### src/rtl/ddc_pkg.sv
// ddc_pkg: shared constants and state encoding for the DDC frame readout.
//
// Contents:
//   CH_BITS_DEF, NUM_CH_DEF, FRAME_BITS_DEF - default frame geometry
//   SYNC_STAGES_DEF                         - default pad synchronizer depth
//   TIMEOUT_CYC_DEF                         - default frame timeout (DDC_RX_TIMEOUT_EN builds)
//   ddc_state_e                             - readout state machine encoding

package ddc_pkg;

    localparam int unsigned CH_BITS_DEF     = 20;
    localparam int unsigned NUM_CH_DEF      = 2;
    localparam int unsigned FRAME_BITS_DEF  = CH_BITS_DEF * NUM_CH_DEF;
    localparam int unsigned SYNC_STAGES_DEF = 2;
    localparam int unsigned TIMEOUT_CYC_DEF = 1000;

    typedef enum logic [1:0] {
        IDLE  = 2'd0,
        ARM   = 2'd1,
        SHIFT = 2'd2,
        DONE  = 2'd3
    } ddc_state_e;

endpackage

### src/rtl/ddc_sync.sv
// ddc_sync: SYNC_STAGES-deep flip-flop synchronizer for one asynchronous pad input.
//
// Ports:
//   clk - destination clock
//   d   - asynchronous input
//   q   - synchronized output, SYNC_STAGES clk cycles behind d
//
// The chain has no reset on purpose: it keeps tracking the pad while the block is in
// reset, so the edge detector downstream sees the true pad level at reset exit.

module ddc_sync #(
    parameter int unsigned SYNC_STAGES = 2
) (
    input  logic clk,
    input  logic d,
    output logic q
);

    logic [SYNC_STAGES-1:0] stages_q;

    if (SYNC_STAGES == 1) begin : g_single
        always_ff @(posedge clk) begin
            stages_q <= d;
        end
    end else begin : g_chain
        always_ff @(posedge clk) begin
            stages_q <= {stages_q[SYNC_STAGES-2:0], d};
        end
    end

    assign q = stages_q[SYNC_STAGES-1];

endmodule

### src/rtl/ddc_readout.sv
// ddc_readout: reads one DDC converter frame per DVALID_BAR assertion and hands it to a
// valid/ready consumer. Everything runs in the clk domain; SYS_CLK is only sampled.
//
// Sequence: synced DVALID_BAR falls -> latch CONV -> on the next SYS_CLK fall drop
// DXMIT_BAR (opens DCLK at the generator) -> sample DOUT on each following SYS_CLK fall,
// MSB first -> after CH_BITS*NUM_CH samples raise DXMIT_BAR -> deliver the frame.
//
// Ports:
//   clk         100 MHz system clock
//   reset       synchronous, active-high reset
//   SYS_CLK     10 MHz clock level from the generator, edge-detected here
//   CONV        integrator-side select, latched when a frame starts
//   DVALID_BAR  converter data-ready, active low, asynchronous
//   DOUT        converter serial data, asynchronous
//   DXMIT_BAR   transmit enable to generator and converter, active low
//   data_out    captured frame, first received bit at the MSB
//   data_side   CONV level latched at frame start
//   data_valid  frame available
//   data_ready  consumer accepts the frame
//   overrun     sticky: a frame completed while the previous one was still unconsumed
//   timeout_err sticky frame timeout flag (only with DDC_RX_TIMEOUT_EN)
//
// Build option: define DDC_RX_TIMEOUT_EN to add the ARM/SHIFT watchdog, the TIMEOUT_CYC
// parameter and the timeout_err port. Without it the block waits indefinitely.

module ddc_readout
    import ddc_pkg::*;
#(
    parameter int unsigned CH_BITS     = CH_BITS_DEF,
    parameter int unsigned NUM_CH      = NUM_CH_DEF,
    parameter int unsigned SYNC_STAGES = SYNC_STAGES_DEF
`ifdef DDC_RX_TIMEOUT_EN
    ,
    parameter int unsigned TIMEOUT_CYC = TIMEOUT_CYC_DEF
`endif
) (
    input  logic                      clk,
    input  logic                      reset,
    input  logic                      SYS_CLK,
    input  logic                      CONV,
    input  logic                      DVALID_BAR,
    input  logic                      DOUT,
    output logic                      DXMIT_BAR,
    output logic [CH_BITS*NUM_CH-1:0] data_out,
    output logic                      data_side,
    output logic                      data_valid,
    input  logic                      data_ready,
    output logic                      overrun
`ifdef DDC_RX_TIMEOUT_EN
    ,
    output logic                      timeout_err
`endif
);

    localparam int unsigned FRAME_BITS = CH_BITS * NUM_CH;
    localparam int unsigned CNT_W      = $clog2(FRAME_BITS + 1);
    localparam logic [CNT_W-1:0] LAST_CNT = CNT_W'(FRAME_BITS);

    // ---------------------------------------------------------------------------------
    // Input conditioning
    // ---------------------------------------------------------------------------------
    logic dvalid_s;
    logic dout_s;
    logic dvalid_prev_q;
    logic sys_prev_q;
    logic dvalid_fall;
    logic sys_fall;

    ddc_sync #(
        .SYNC_STAGES(SYNC_STAGES)
    ) u_sync_dvalid (
        .clk(clk),
        .d  (DVALID_BAR),
        .q  (dvalid_s)
    );

    ddc_sync #(
        .SYNC_STAGES(SYNC_STAGES)
    ) u_sync_dout (
        .clk(clk),
        .d  (DOUT),
        .q  (dout_s)
    );

    // Edge-detect history keeps running through reset, so a DVALID_BAR that is already
    // low when reset drops is seen as a level and not as a fresh falling edge.
    always_ff @(posedge clk) begin
        dvalid_prev_q <= dvalid_s;
        sys_prev_q    <= SYS_CLK;
    end

    assign dvalid_fall = dvalid_prev_q & ~dvalid_s;
    assign sys_fall    = sys_prev_q & ~SYS_CLK;

    // ---------------------------------------------------------------------------------
    // Frame state machine, all outputs registered
    // ---------------------------------------------------------------------------------
    ddc_state_e            state_q;
    logic [CNT_W-1:0]      bitcnt_q;
    logic [CNT_W-1:0]      bitcnt_inc;
    logic [FRAME_BITS-1:0] shift_q;
    logic                  side_q;

    assign bitcnt_inc = bitcnt_q + CNT_W'(1);

`ifdef DDC_RX_TIMEOUT_EN
    localparam int unsigned TMR_W = $clog2(TIMEOUT_CYC + 1);
    // Abort on the TIMEOUT_CYC-th clk spent in ARM/SHIFT.
    localparam logic [TMR_W-1:0] TMR_LAST = TMR_W'(TIMEOUT_CYC - 1);

    logic [TMR_W-1:0] timer_q;
`endif

    always_ff @(posedge clk) begin
        if (reset) begin
            state_q    <= IDLE;
            bitcnt_q   <= '0;
            shift_q    <= '0;
            side_q     <= 1'b0;
            DXMIT_BAR  <= 1'b1;
            data_out   <= '0;
            data_side  <= 1'b0;
            data_valid <= 1'b0;
            overrun    <= 1'b0;
`ifdef DDC_RX_TIMEOUT_EN
            timer_q     <= '0;
            timeout_err <= 1'b0;
`endif
        end else begin
            // Consumer handshake; DONE below may re-assert data_valid in the same cycle.
            if (data_valid && data_ready) begin
                data_valid <= 1'b0;
            end

            unique case (state_q)
                IDLE: begin
                    if (dvalid_fall) begin
                        side_q  <= CONV;
                        state_q <= ARM;
                    end
                end

                ARM: begin
                    // Opening DCLK on a SYS_CLK fall lets the generator's next rise be
                    // the first gated DCLK edge the converter sees.
                    if (sys_fall) begin
                        DXMIT_BAR <= 1'b0;
                        bitcnt_q  <= '0;
                        state_q   <= SHIFT;
                    end
                end

                SHIFT: begin
                    if (sys_fall) begin
                        shift_q  <= {shift_q[FRAME_BITS-2:0], dout_s};
                        bitcnt_q <= bitcnt_inc;
                        if (bitcnt_inc == LAST_CNT) begin
                            DXMIT_BAR <= 1'b1;
                            state_q   <= DONE;
                        end
                    end
                end

                DONE: begin
                    if (!data_valid || data_ready) begin
                        data_out   <= shift_q;
                        data_side  <= side_q;
                        data_valid <= 1'b1;
                    end else begin
                        // Previous frame still held: keep it, drop the new one.
                        overrun <= 1'b1;
                    end
                    state_q <= IDLE;
                end

                default: begin
                    state_q <= IDLE;
                end
            endcase

`ifdef DDC_RX_TIMEOUT_EN
            if (state_q == ARM || state_q == SHIFT) begin
                if (timer_q == TMR_LAST) begin
                    // Overrides any shift-state update made above this cycle.
                    state_q     <= IDLE;
                    DXMIT_BAR   <= 1'b1;
                    timeout_err <= 1'b1;
                    timer_q     <= '0;
                end else begin
                    timer_q <= timer_q + TMR_W'(1);
                end
            end else begin
                timer_q <= '0;
            end
`endif
        end
    end

endmodule

### config.mk
export PLATFORM = sky130hd
export DESIGN_NAME = ddc_readout
export DESIGN_NICKNAME = d
export VERILOG_FILES = /design/src/rtl/ddc_pkg.sv /design/src/rtl/ddc_sync.sv /design/src/rtl/ddc_readout.sv
export SDC_FILE = /design/constraint.sdc
export NUM_CORES = 1
export LEC_CHECK = 0
export CORE_ASPECT_RATIO = 2
export CORE_MARGIN = 2
export CORE_UTILIZATION = 53
export CTS_CLUSTER_SIZE = 30
export DETAILED_ROUTE_END_ITERATION = 8
export PLACE_DENSITY = 0.78
export SLEW_MARGIN = 40
export SYNTH_ARGS = -nofsm -noshare
export SYNTH_HDL_FRONTEND = slang
export SYNTH_SLANG_ARGS = --single-unit
### constraint.sdc
create_clock -name clk -period 1.6 [get_ports clk]
set_input_delay 0.32 -clock clk [delete_from_list [all_inputs] [get_ports clk]]
set_output_delay 0.32 -clock clk [all_outputs]
set_load 0.05 [all_outputs]
# Word level (Yosys, flattened, before mapping)
# Index checks and enable logic that the tools add are counted.
# op_classes
n_reduce_logical	12
eq_ne	8
n_mux	15
n_bitwise	5
n_addsub	1
# op_table
operator	count
6-bit 2-to-1 mux	2
6-bit case mux with 2 select lines	1
2-bit 2-to-1 mux	4
2-bit inequality test (second input constant)	4
2-bit case mux with 4 select lines	1
2-bit AND reduction	4
4-bit AND reduction	2
6-bit by 1-bit adder with 6-bit output (second input constant)	1
6-bit == test (second input constant)	1
1-bit 2-to-1 mux	6
2-bit == test (second input constant)	2
1-bit NOT	3
3-bit AND reduction	1
1-bit bitwise AND	2
2-bit by 1-bit == test with 1-bit output (second input constant)	1
2-bit logical NOT	1
1-bit case mux with 2 select lines	1
2-bit nonzero test	1
1-bit logical AND	1
1-bit logical NOT	1
1-bit logical OR	1
# totals
input_bits	7
elab_cells	54
register_bits	99
output_inout_bits	44

# Logic depth before layout (Yosys ltp)
# Gate-level depths: netlist of the first run.
# depth
depth_word	5
depth_mapped	7
mapped_depth_nobuf	6

# Modules after synthesis
# From an unflattened synthesis of the first run, not the netlist that was laid out.
# unflattened
cells_unflattened	439
area_unflattened_um2	3570.9
# by_module_without_submodules
mod	cells_per_inst	instances	seq_area_each_um2	area_each_um2
ddc_readout	435	1	1901.8	3490.8
ddc_sync	2	2	40.0	40.0

# Least setup slack after synthesis of the first run
# OpenSTA, ideal clock, no wires.
# synth_path
path_type	register to register
startpoint	register data_valid
endpoint	register data_out[33]
path_stages_with_launch	7
period_less_slack_ps	1554
setup_ps	71
required_ps	1529
t_arrival_ps	1483
path_buffers	2
setup_slack_ps	46
path_cell_list	dfxtp_1 -> nor2b_1 -> nand2b_1 -> clkbuf_2 -> buf_2 -> nand2_1 -> a21oi_1
# synth_between
elab_chain_len	3
# synth_rtl
element	line_no	rtl
start: declaration	ddc_readout.sv:46	output logic data_valid,
start signal: assignment	ddc_readout.sv:123	data_valid <= 1'b0;
start signal: assignment	ddc_readout.sv:132	data_valid <= 1'b0;
start signal: assignment	ddc_readout.sv:168	data_valid <= 1'b1;
1-bit logical NOT	ddc_readout.sv:165	if (!data_valid || data_ready) begin
1-bit logical OR	ddc_readout.sv:165	
2-bit AND reduction (no source line)	n/a	
end signal: assignment	ddc_readout.sv:166	data_out <= shift_q;
end: declaration	ddc_readout.sv:44	output logic [CH_BITS*NUM_CH-1:0] data_out,
# Every way passes these cells.
# A chain may end at the register's enable or synchronous reset.

# Final worst setup path of the first run
# layout_path
startpoint	register state_q[0]
endpoint	register state_q[0]
# layout_between
elab_chain_len	3
elab_cells_between_ends	10
classes_between	7 x eq/ne; 1 x mux; 2 x reduce/logical
# layout_rtl
element	line_no	rtl
start: declaration	ddc_readout.sv:98	ddc_state_e state_q;
start signal: assignment	ddc_readout.sv:116	state_q <= IDLE;
start signal: assignment	ddc_readout.sv:139	state_q <= ARM;
start signal: assignment	ddc_readout.sv:149	state_q <= SHIFT;
2-bit == test, or another cell as far along	ddc_readout.sv:135	unique case (state_q)
2-bit inequality test (no source line)	n/a	
4-bit AND reduction (no source line)	n/a	
# Parallel ways exist; a longest one is shown, timed or not.

==> results.ini, run 1 <==
[outcome]
status = finished clean

[final_layout]
fin_util_pct = 67.9
fin_cells = 578
diodes = 0
final_nets = 499
final_cell_area_um2 = 4460
area_delta_synth_final_pct = 24.8
drive_above_1_share_pct = 16.9

[clock_network]
clk_pin_slew_ns = 0.06
holdBufCountCts = 0
clock_latency_ns = 0.34
cts_buffers = 9
cts_tree = done
h-tree-depth = 3
clk_path_buf_depth = 2
ctsRootBufferMaster = clkbuf_16
cts_setup_buffers = 0
cts_sinks = 99

[synth]
syn_area_per_cell_um2 = 8.14
async_reset_ff_share_pct = 0
syn_nets = 452
synth.most_common_cell = nand2_1
yosys_register_bits = 99
synth_edf_count = 0
synth_area_leaders = dfxtp_1 55%, nand2_1 18%, a21oi_1 12%, ha_1 2.1%, buf_2 1.7%
synthTopCellsByCount = 167 x nand2_1, 99 x dfxtp_1, 86 x a21oi_1
synthesis.area_um2 = 3570
synth-seq-area-share_pct = 55.5
synth_cells = 439
yosys_warnings = 0
yosysTopAreaCell = dfxtp_1
synth_top_area_share_pct = 55.5
synth.distinct_cells = 35
synth_flop_cell = dfxtp_1

[global_route]
grt_overflow = 0
antenna_found_initial = 0
grt_pass1_wl_um = 11500
grt_pass1_vias = 2609
grt_max_degree = 41
grt_usage_pct = 20.5

[place]
place_hpwl_um = 4700
portBuffers = 50
dpl_cell_area_um2 = 4160
post-place-ws_ns = -0.186
routabilityCongestion = 0.772
dp_cells = 563

[detailed_routing]
vias = 2961
drtIter0Drc = 174
drc_errors = 0
wl_per_cell_um = 12.1
avgViaCountPerCell = 5.12
dr.pass1.iters = 7
drt-total-wl_um = 6980
ant_nets = 0

[flow_run]
drv_cap = 0

[floorplan]
start_util_pct = 54.4
num_rows = 42
coreArea_um2 = 6570
die-area_um2 = 7450
die_w_um = 62.1
io_pins = 51
die_h_um = 120

[worst_setup_path]
critical_path.max_fanout = 7
cp.arrival_ns = 1.72
max_stage_delay_ns = 0.31
startpoint = state_q[0]
worst_setup_path_end_kind = register
critPathLaunchType = register
critPathSlowestCell = dfxtp_1
path_class = reg2reg
cp_cell_sequence = inv_1 -> ha_4 -> nor2_1 -> o22ai_1 -> o22ai_2 -> o221a_1
worstReg2RegStart = state_q[0]
worstPathRequired_ns = 1.83

[power]
pwr-share-seq_pct = 48.0
ir_worst_vdd_mv = 0.886
swShare_pct = 24.3
power_leakage_nw = 1.66
power_density_nw_per_um2 = 1190
combPwrFrac_pct = 13.9
power.internal_mw = 4.03
clockPowerShare_pct = 38.1
fin_total_pwr_mw = 5.32
p_switching_mw = 1.29

[sta]
maxSlewHeadroom_pct = 65.3
rsz0062_at_grt = false
hold_viol = 0
tightest_slew_ns = 0.521
finalCritPeriodShare_pct = 93.3
fmax_ghz = 0.670
slew_viol_final = 0
fin_crit_ns = 1.49
fin_ws_ns = 0.106
setup_viol = 0
fin_worst_skew_ns = 0.00450

[hold_path]
hold_class = reg2reg
hold_path.startpoint = u_sync_dvalid.stages_q[0]

==> critical path, delay by kind of cell (launching register included) <==
family / cells / cell delay (ns)
flops: 1 / 0.31
simple gates: 1 / 0.08
compound gates: 3 / 0.63
buf+inv: 1 / 0.14
fa+ha+maj: 1 / 0.22
==> cell usage in the layout, fill, tap and decap left out, types with 2 or more instances in the layout <==
cell type	n
nor2_1	12
buf_4	52
nand3_1	2
a21oi_1	86
nor2b_1	2
nor3_1	2
mux2i_1	2
a311oi_1	2
clkinv_2	2
clkdlybuf4s50_1	5
nand3b_1	2
clkbuf_16	9
o21ai_0	3
and2b_1	2
inv_1	5
nand2_1	167
buf_12	8
clkbuf_1	3
dfxtp_1	98
ha_1	5
==> area by class of cell <==
class,count,area [um2]
clock inverters,3,40.0
well taps,88,110
fillers,546,2110
clock buffers,12,236
repair buffers,66,606
multi-input cells,305,1470
flip-flops and latches,99,1980
inverters,5,18.8
==> per-stage QoR <==
step           setup TNS [ns]  hold slack (ns)
6_report                    0            0.338
3_3_place_gp            -4.52            0.310
3_5_place_dp            -6.87            0.330
5_1_grt                     0            0.351
4_1_cts                     0            0.344
2_1_floorplan               0            0.310
==> cells by family (layout without fill, tap and decap cells) <==
group | Yosys count | after routing | synth area share [%]
flip-flops | 99 | 99 | 55.5
AND/OR/NAND/NOR | 198 | 198 | 22.4
AO/OA/AOI/OAI | 98 | 98 | 14.6
multiplexers | 3 | 3 | 0.981
buffers and inverters | 35 | 86 | 4.45
adder cells (fa/ha/maj) | 6 | 6 | 2.10
==> registers in the layout, indices dropped and copies added (netlist names) <==
| register | count |
|---|---|
| data_side | 1 |
| shift_q | 40 |
| u_sync_dout.stages_q | 2 |
| bitcnt_q | 6 |
| dvalid_prev_q | 1 |
| sys_prev_q | 1 |
| data_out | 40 |
| state_q | 2 |
| u_sync_dvalid.stages_q | 2 |
| data_valid | 1 |
| DXMIT_BAR | 1 |
| side_q | 1 |
| overrun | 1 |
==> final timing paths <==
path,to,slack (ns),depth (start not counted)
min reg2reg,u_sync_dvalid.stages_q[1],0.34,0
min,u_sync_dvalid.stages_q[1],0.34,0
max,state_q[0],0.11,6
max reg2reg,state_q[0],0.11,6
==> power groups by stage <==
stage	Clock, mW	Sequential [mW]	Combinational, mW
final	2.03	2.55	0.741
after global routing	2.19	2.56	0.812
after CTS	2.08	2.55	0.715
after detailed placement	0	2.60	0.704
after global placement	0	2.60	0.680
after floorplan	0	2.62	0.415
==> metal layers <==
metal | track usage, % | vias to the layer above | wire length, um
li1 | - | 1517 | -
met1 | 24.7 | 1369 | 2870
met2 | 32.6 | 61 | 3680
met3 | 5.71 | 14 | 284
met4 | 9.57 | 0 | 140
met5 | 0 | - | 0
==> timing repair <==
item | in CTS | in global routing
gates resized for setup | 2 | 4
hold endpoints to repair | 0 | 0
endpoints found under the setup margin | 2 | 8
No activity file was read; power rests on OpenSTA's default activity.
==> run 2: changes to the inputs <==
Settings changed: CORE_MARGIN 2 to unset.
==> run 2 against run 1 <==
Effect of this change:
- critical path depth did not move
- worst hold slack got worse by 0.0059 ns
- highest routed layer unchanged
- via count rose by 1.4%
- largest cell class unchanged
- register-to-register slack got worse by 0.02 ns
- largest power group unchanged
- critical path type unchanged
- non-clock buffer count rose by 1
- power rose by 2.9%
==> results.ini, run 2 (synthesis gave the netlist of run 1 again) <==
[sta]
fin_worst_skew_ns = 0.00347
maxSlewHeadroom_pct = 68.8
tightest_slew_ns = 0.468
fin_ws_ns = 0.0830
slew_viol_final = 0
fin_crit_ns = 1.52
finalCritPeriodShare_pct = 94.8
hold_viol = 0
fmax_ghz = 0.659
setup_viol = 0
rsz0062_at_grt = false

[global_route]
grt_usage_pct = 21.4
antenna_found_initial = 0
grt_overflow = 0
grt_pass1_wl_um = 11500
grt_max_degree = 49
grt_pass1_vias = 2753

[floorplan]
start_util_pct = 54.4
num_rows = 42
die-area_um2 = 7090
coreArea_um2 = 6570
die_w_um = 60.1
die_h_um = 118
io_pins = 51

[detailed_routing]
wl_per_cell_um = 12.4
drt-total-wl_um = 7200
met3_length_um = 210
dr.pass1.iters = 4
drtIter0Drc = 147
vias = 3003
routed-wl-met2_um = 3840
dr.max_layer_used = met4
ant_nets = 0
drt-met1-wl_um = 2940
avgViaCountPerCell = 5.18
drc_errors = 0

[power]
power_leakage_nw = 1.68
ir_worst_vdd_mv = 0.996
power_density_nw_per_um2 = 1220

[place]
portBuffers = 50
post-place-ws_ns = -0.213
routabilityCongestion = 0.860
place_hpwl_um = 4870
dp_cells = 564

[clock_network]
cts_setup_buffers = 0
clk_pin_slew_ns = 0.06
clk_path_buf_depth = 2
holdBufCountCts = 0
cts_sinks = 99
clock_latency_ns = 0.34
cts_buffers = 9
ctsRootBufferMaster = clkbuf_16
cts_tree = done
h-tree-depth = 3

[worst_setup_path]
critPathLaunchType = register
max_stage_delay_ns = 0.31
path_class = reg2reg
reg2regPathDepth = 6
cp_cell_sequence = inv_1 -> ha_2 -> nor2_1 -> o22ai_1 -> o22ai_2 -> o221a_1
worstPathRequired_ns = 1.82
critPathSlowestCell = dfxtp_1
critical_path.max_fanout = 7
cp.arrival_ns = 1.74
worst_setup_path_end_kind = register

[final_layout]
fin_cells = 580
fillers = 565
area_delta_synth_final_pct = 25.3
diodes = 0
drive_above_1_share_pct = 17.3
final_cell_mix = 167 x nand2_1, 99 x dfxtp_1, 86 x a21oi_1, 54 x buf_4, 12 x nor2_1
layout_commonest_cell = nand2_1
final_nets = 500
largestRegisters = data_out x40, shift_q x40, bitcnt_q x6

[hold_path]
holdPathStages = 0
hold_class = reg2reg

[outcome]
status = finished clean

[flow_run]
drv_cap = 0

## run 2: worst max-delay path: cells and delay by family, from the launching register on
| kind | cells | cell delay, ns |
|---|---|---|
| adder cells (fa/ha/maj) | 1 | 0.28 |
| AND/OR/NAND/NOR | 1 | 0.08 |
| buffers and inverters | 1 | 0.10 |
| AO/OA/AOI/OAI | 3 | 0.62 |
| flip-flops | 1 | 0.31 |
## run 2: final timing paths
path                        startpoint                        end  slack (ns)
max reg2reg                 state_q[0]                 state_q[0]        0.08
min          u_sync_dvalid.stages_q[0]  u_sync_dvalid.stages_q[1]        0.33
max                         state_q[0]                 state_q[0]        0.08
min reg2reg  u_sync_dvalid.stages_q[0]  u_sync_dvalid.stages_q[1]        0.33
## run 2: layout make-up
class	instances	area, um2	area share [%]
timing repair buffer	67	601	13.4
multi-input combinational	305	1450	32.4
clock inverter	3	43.8	0.978
sequential	99	1980	44.3
inverter	5	18.8	0.419
tap	88	110	2.46
clock buffer	13	270	6.04
## run 2: through the flow
stage	util [%]	area [um2]	hold WS, ns	total power, mW	TNS, ns
after floorplan	-	3570	0.310	3.04	0
after global placement	63.2	4150	0.312	3.27	-3.78
after detailed placement	63.2	4150	0.323	3.30	-6.18
after CTS	68.0	4460	0.337	5.50	0
after global routing	68.2	4480	0.341	5.68	0
final	68.2	4480	0.332	5.48	0
## run 2: power by group
group / leakage [nW] / internal, mW / switching (mW)
sequential: 0.800 / 2.51 / 0.0342
clock: 0.156 / 1.34 / 0.877
combinational: 0.728 / 0.301 / 0.411
total: 1.68 / 4.15 / 1.32
## run 2: repair_timing
action                     CTS  global route
setup endpoints to repair    0            35
hold endpoints to repair     0             0
gates resized for setup      0             3
## run 2: routing by layer
layer	track usage (%)	vias up
met5	0	-
met4	11.8	0
met3	5.38	19
met2	36.0	59
met1	23.2	1408
li1	-	1517
==> run 3: changes to the inputs <==
Settings changed: CAP_MARGIN set to 5.
==> results of run 3 <==
Same layout as run 2: the final DEF is identical, and so are final timing and power.
